**src/rtl/bus_fifo_pkg.sv**
```systemverilog
// Shared constants and width helpers for the bus width converting FIFO.
// Port widths of the FIFO and its level controller are derived here.
package bus_fifo_pkg;

  localparam int DEF_RD_WIDTH = 64;
  localparam int DEF_RATIO    = 2;
  localparam int DEF_DEPTH    = 16;

  function automatic int lane_w(input int ratio);
    return $clog2(ratio) + 1;
  endfunction

  function automatic int level_w(input int depth);
    return $clog2(depth) + 1;
  endfunction

endpackage

```
**src/rtl/fifo_level_ctrl.sv**
```systemverilog
// Pointer, level, status flag and sticky error bookkeeping for the
// width converting FIFO; storage lives in the parent.
module fifo_level_ctrl
  import bus_fifo_pkg::*;
#(
  parameter int RATIO    = DEF_RATIO,
  parameter int DEPTH    = DEF_DEPTH,
  parameter int AF_LEVEL = DEPTH - RATIO,
  parameter int AE_LEVEL = 1
) (
  input  logic                       clk,
  input  logic                       rst,
  input  logic                       flush,
  input  logic                       write_en,
  input  logic [lane_w(RATIO)-1:0]   write_lanes,
  input  logic                       read_en,
  output logic [$clog2(DEPTH)-1:0]   wr_ptr,
  output logic [$clog2(DEPTH)-1:0]   rd_ptr,
  output logic                       wr_accept,
  output logic [level_w(DEPTH)-1:0]  level,
  output logic                       fifo_empty,
  output logic                       fifo_full,
  output logic                       fifo_half_full,
  output logic                       almost_full,
  output logic                       almost_empty,
  output logic                       overflow,
  output logic                       underflow
);

  localparam int NW = lane_w(RATIO);
  localparam int LW = level_w(DEPTH);
  localparam int PW = $clog2(DEPTH);

  logic          lanes_ok;
  logic          rd_accept;
  logic [LW-1:0] wr_step;
  logic [LW-1:0] rd_step;

  assign lanes_ok = (write_lanes != '0) &&
                    (write_lanes <= NW'(RATIO));

  // Full leaves room for one whole beat, so acceptance
  // never depends on a same-cycle pop.
  assign fifo_empty     = (level == '0);
  assign fifo_full      = (level > LW'(DEPTH - RATIO));
  assign fifo_half_full = (level >= LW'(DEPTH / 2));
  assign almost_full    = (level >= LW'(AF_LEVEL));
  assign almost_empty   = (level <= LW'(AE_LEVEL));

  assign wr_accept = write_en && !fifo_full &&
                     lanes_ok && !flush;
  assign rd_accept = read_en && !fifo_empty && !flush;

  assign wr_step = wr_accept ? LW'(write_lanes) : '0;
  assign rd_step = rd_accept ? LW'(1) : '0;

  always_ff @(posedge clk or posedge rst) begin
    if (rst) begin
      wr_ptr    <= '0;
      rd_ptr    <= '0;
      level     <= '0;
      overflow  <= 1'b0;
      underflow <= 1'b0;
    end else if (flush) begin
      wr_ptr    <= '0;
      rd_ptr    <= '0;
      level     <= '0;
      overflow  <= 1'b0;
      underflow <= 1'b0;
    end else begin
      wr_ptr    <= wr_ptr + PW'(wr_step);
      rd_ptr    <= rd_ptr + PW'(rd_accept);
      level     <= level + wr_step - rd_step;
      overflow  <= overflow |
                   (write_en && (fifo_full || !lanes_ok));
      underflow <= underflow | (read_en && fifo_empty);
    end
  end

endmodule

```
**src/rtl/bus_width_conv_fifo.sv**
```systemverilog
// Wide-write / narrow-read FIFO: one write beat carries up to RATIO
// read words, stored lane 0 first, read back first-word fall-through.
module bus_width_conv_fifo
  import bus_fifo_pkg::*;
#(
  parameter int RD_WIDTH = DEF_RD_WIDTH,
  parameter int RATIO    = DEF_RATIO,
  parameter int DEPTH    = DEF_DEPTH,
  parameter int AF_LEVEL = DEPTH - RATIO,
  parameter int AE_LEVEL = 1
) (
  input  logic                        clk,
  input  logic                        rst,
  input  logic                        flush,
  input  logic                        write_en,
  input  logic [RATIO*RD_WIDTH-1:0]   write_data,
  input  logic [lane_w(RATIO)-1:0]    write_lanes,
  input  logic                        read_en,
  output logic [RD_WIDTH-1:0]         read_data,
  output logic [level_w(DEPTH)-1:0]   level,
  output logic                        fifo_empty,
  output logic                        fifo_full,
  output logic                        fifo_half_full,
  output logic                        almost_full,
  output logic                        almost_empty,
  output logic                        overflow,
  output logic                        underflow
);

  localparam int PW = $clog2(DEPTH);

  logic [RD_WIDTH-1:0] mem [DEPTH];
  logic [PW-1:0]       wr_ptr;
  logic [PW-1:0]       rd_ptr;
  logic                wr_accept;

  fifo_level_ctrl #(
    .RATIO    (RATIO),
    .DEPTH    (DEPTH),
    .AF_LEVEL (AF_LEVEL),
    .AE_LEVEL (AE_LEVEL)
  ) u_ctrl (
    .clk            (clk),
    .rst            (rst),
    .flush          (flush),
    .write_en       (write_en),
    .write_lanes    (write_lanes),
    .read_en        (read_en),
    .wr_ptr         (wr_ptr),
    .rd_ptr         (rd_ptr),
    .wr_accept      (wr_accept),
    .level          (level),
    .fifo_empty     (fifo_empty),
    .fifo_full      (fifo_full),
    .fifo_half_full (fifo_half_full),
    .almost_full    (almost_full),
    .almost_empty   (almost_empty),
    .overflow       (overflow),
    .underflow      (underflow)
  );

  // Lane i lands at wr_ptr+i; the modulo index lets a beat straddle the wrap.
  always_ff @(posedge clk) begin
    if (wr_accept) begin
      for (int i = 0; i < RATIO; i++) begin
        if (i < int'(write_lanes)) begin
          mem[wr_ptr + PW'(i)] <=
            write_data[i*RD_WIDTH +: RD_WIDTH];
        end
      end
    end
  end

  assign read_data = mem[rd_ptr];

endmodule

```
**config.mk**
```make
export PLATFORM = sky130hd
export DESIGN_NAME = bus_width_conv_fifo
export DESIGN_NICKNAME = d
export VERILOG_FILES = /design/src/rtl/bus_fifo_pkg.sv /design/src/rtl/fifo_level_ctrl.sv /design/src/rtl/bus_width_conv_fifo.sv
export SDC_FILE = /design/constraint.sdc
export NUM_CORES = 1
export LEC_CHECK = 0
export CAP_MARGIN = 10
export CORE_MARGIN = 3
export CORE_UTILIZATION = 40
export CTS_BUF_LIST = sky130_fd_sc_hd__clkbuf_8
export DETAILED_ROUTE_END_ITERATION = 16
export SLEW_MARGIN = 40
export SYNTH_ARGS = -nofsm -noshare
export SYNTH_HDL_FRONTEND = slang
export SYNTH_HIERARCHICAL = 1
export SYNTH_SLANG_ARGS = --single-unit
```
**constraint.sdc**
```tcl
create_clock -name clk -period 14.1 [get_ports clk]
set_input_delay 2.82 -clock clk [delete_from_list [all_inputs] [get_ports clk]]
set_output_delay 2.82 -clock clk [all_outputs]
set_load 0.01 [all_outputs]
```
==> results.toml <==
[status]
status = "finished clean"

[die]
dieArea_sq_mm = 0.134
chipHeight_um = 366
design.core.area_sq_mm = 0.128
pin_count = 211
rows = 131
start_util = 0.405
die_w_um = 366

[timing]
min_period_ns = 7.67
fin_skew_ns = 0.0382
tns_ns = 0
tightest_slew_ns = 0.871
setup_viol = 0
slew_violations = 0
whs_ns = 0.497
relSlewSlack = 0.419
finalCritPeriodShare = 0.544
fmax_ghz = 0.130
hold_viol_final = 0
rsz0062_at_grt = "false"

[route]
drt_pass1_iterations = 5
drt_iter0_markers = 2293
drc = 0
via_count = 29200
antenna_left = 0
wirelength_um = 149000
viasPerCell = 5.85
detail_route.wl_per_cell_um = 29.9

[synth]
syn_area_sq_mm = 0.0520
synth_cells = 2963
yosysTopAreaCell = "edfxtp_1"
synth.area.top_cells = "edfxtp_1 59%, mux2_2 21%, mux4_2 11%"
syn_nets = 3114
synth_warnings = 6
synth-main-ff-cell = "edfxtp_1"
yosysMostFrequentCell = "edfxtp_1"
seq_area_frac_synth = 0.599
ys_seq_elements = 1039
synth.distinct_cells = 44
async_reset_ff_frac = 0.0144
synth_edf_count = 1024
yosysTopAreaCellShare = 0.592
synth_area_per_cell_sq_um = 17.5
ys_top_cells_by_count = "1024 x edfxtp_1, 970 x mux2_2, 256 x mux4_2"

[clock_network]
path_clk_slew_ns = 0.05
cts_hold_buf = 0
insertion_delay_ns = 0.88
numCtsBuffers = 180
clockBufferDepth = 3
clock-root-buffer = "clkbuf_8"
clock_sinks = 1039
ctsResizeCount = 0
postCtsSetupBuffers = 0
htreeDepth = 4
cts_tree = "done"

[worst_setup_path]
critPathMaxStageDelay_ns = 0.70
worst-setup-path-type = "register to output pin"
critPathRequiredTime_ns = 11.28
path_common_cell = "buf_6"
crit_fanout = 47
worstPathCellList = "buf_12, buf_6, buf_6, mux4_2, a22oi_1, nand2_1, clkdlybuf4s50_1"
critical-path-top-delay-family = "buffers and inverters"
slowest_stage = "dfrtp_4"
cp-end-kind = "output pin"
cp_num_buf_inv = 4
arrival_ns = 4.85
start_kind = "register"

[pwr]
p_sw_frac = 0.252
peakVddDrop_uv = 94.0
p_int_uw = 5240
p_per_area_mw_per_mm2 = 118
power_switching_uw = 1760
p_seq_frac = 0.493
p_comb_frac = 0.142
leakage_uw = 0.0189
clkPwrFrac = 0.365

[place]
io_buffers = 210
dp_hpwl_um = 84900
gp_congestion = 0.752

[cells_and_area]
area_delta_synth_final_pct = 14.4
fin_nets = 3265
drive_gt1_frac = 0.486

[global_routing]
grt_start_max_net_pins = 106
first_global_vias = 32200
grt_pass1_wl_um = 220000
grt_usage = 0.222
antenna_found_initial = 10
grt-ovfl-total = 0

[job]
drv_cap = 0

[worst_hold_path]
hold_class = "register to register"
## area by class of cell
type / count / area (sq um)
clock buffer: 185 / 2550
fill: 10900 / 68900
antenna: 6 / 15.0
tap: 1729 / 2160
timing repair buffer: 291 / 3080
multi-input combinational: 1589 / 19700
inverter: 13 / 48.8
sequential: 1039 / 31100
clock inverter: 134 / 718
## sequential cells by signal, summed over array words and instances (netlist names)
name              cells
u_ctrl/overflow       1
u_ctrl/rd_ptr         4
u_ctrl/level          5
u_ctrl/wr_ptr         4
u_ctrl/underflow      1
mem                1024
## cells by family (layout without fill, tap and decap cells)
family	after synthesis	count (layout)	synth area share
multiplexers	1281	1281	0.333
flip-flops	1039	1039	0.599
buffers and inverters	335	623	0.0279
AO/OA/AOI/OAI	155	155	0.0216
AND/OR/NAND/NOR	130	130	0.0131
adder cells (fa/ha/maj)	16	16	0.00414
XOR/XNOR	7	7	0.00118
other	0	6	0
## metal layers
metal	wire [um]	global-route usage	vias to the layer above
li1	-	-	12300
met2	75500	0.379	953
met1	61500	0.286	15700
met3	8650	0.0448	241
met5	26	0	-
met4	3530	0.0634	4
## worst register-to-register path: cells and delay by family, from the launching register on
family                     cells  cell delay (ns)
adders and majority gates      1             0.21
and+or+nand+nor                4             1.26
AOI/OAI and AO/OA              2             1.06
DFF                            1             0.47
muxes                          1             0.37
buffers and inverters          3             1.23
## layout by cell type (no fill, tap or decap), types with 3 or more instances in the layout
| cell type | count |
|---|---|
| edfxtp_1 | 1024 |
| mux2_2 | 970 |
| mux4_2 | 256 |
| clkdlybuf4s50_1 | 210 |
| clkbuf_8 | 185 |
| a22oi_1 | 128 |
| inv_1 | 86 |
| nand2_1 | 66 |
| mux2_1 | 54 |
| buf_4 | 43 |
| clkinv_1 | 23 |
| clkinv_2 | 21 |
| nor2_1 | 14 |
| ha_1 | 14 |
| buf_6 | 13 |
| dfrtp_1 | 13 |
| nor2_4 | 12 |
| buf_8 | 11 |
| o22ai_4 | 9 |
| buf_16 | 9 |
| diode_2 | 6 |
| o21ai_4 | 6 |
| a21oi_1 | 6 |
| nor2b_1 | 6 |
| inv_6 | 5 |
| buf_12 | 5 |
| xnor2_1 | 5 |
| bufinv_16 | 4 |
| nand2b_4 | 3 |
| inv_8 | 3 |
| clkinvlp_4 | 3 |
| nor3b_1 | 3 |
## worst paths after layout
check	startpoint	to	slack, ns	cells past startpoint
max	u_ctrl/rd_ptr[0]$_DFF_PP0_	read_data[1]	6.43	7
min	u_ctrl/underflow$_DFF_PP0_	u_ctrl/underflow$_DFF_PP0_	0.50	2
max reg2reg	u_ctrl/level[4]$_DFF_PP0_	mem[12][31]$_DFFE_PP_	9.10	11
min reg2reg	u_ctrl/underflow$_DFF_PP0_	u_ctrl/underflow$_DFF_PP0_	0.50	2
max in group asynchronous	rst	u_ctrl/rd_ptr[0]$_DFF_PP0_	11.27	2
min in group asynchronous	rst	u_ctrl/level[3]$_DFF_PP0_	2.34	2
## power groups by stage
stage / clock, uW / combinational, uW / sequential (uW)
CTS: 2620 / 1010 / 3450
global route: 2760 / 1080 / 3450
finish: 2560 / 997 / 3450
global placement: 0 / 957 / 3520
detailed placement: 0 / 1010 / 3510
floorplan: 0 / 656 / 3500
## stage by stage
stage / worst slack (ns) / std cells / power [uW] / area, sq um / util
global route: 6.05 / 4982 / 7290 / 59400 / 0.463
finish: 6.43 / 4986 / 7000 / 59400 / 0.463
global placement: 6.49 / 4638 / 4480 / 55600 / 0.433
detailed placement: 6.52 / 4661 / 4520 / 56100 / 0.437
CTS: 6.20 / 4980 / 7080 / 59400 / 0.463
floorplan: 5.32 / 2963 / 4160 / 52000 / -
Note: power is estimated with default switching activity, not from simulation.
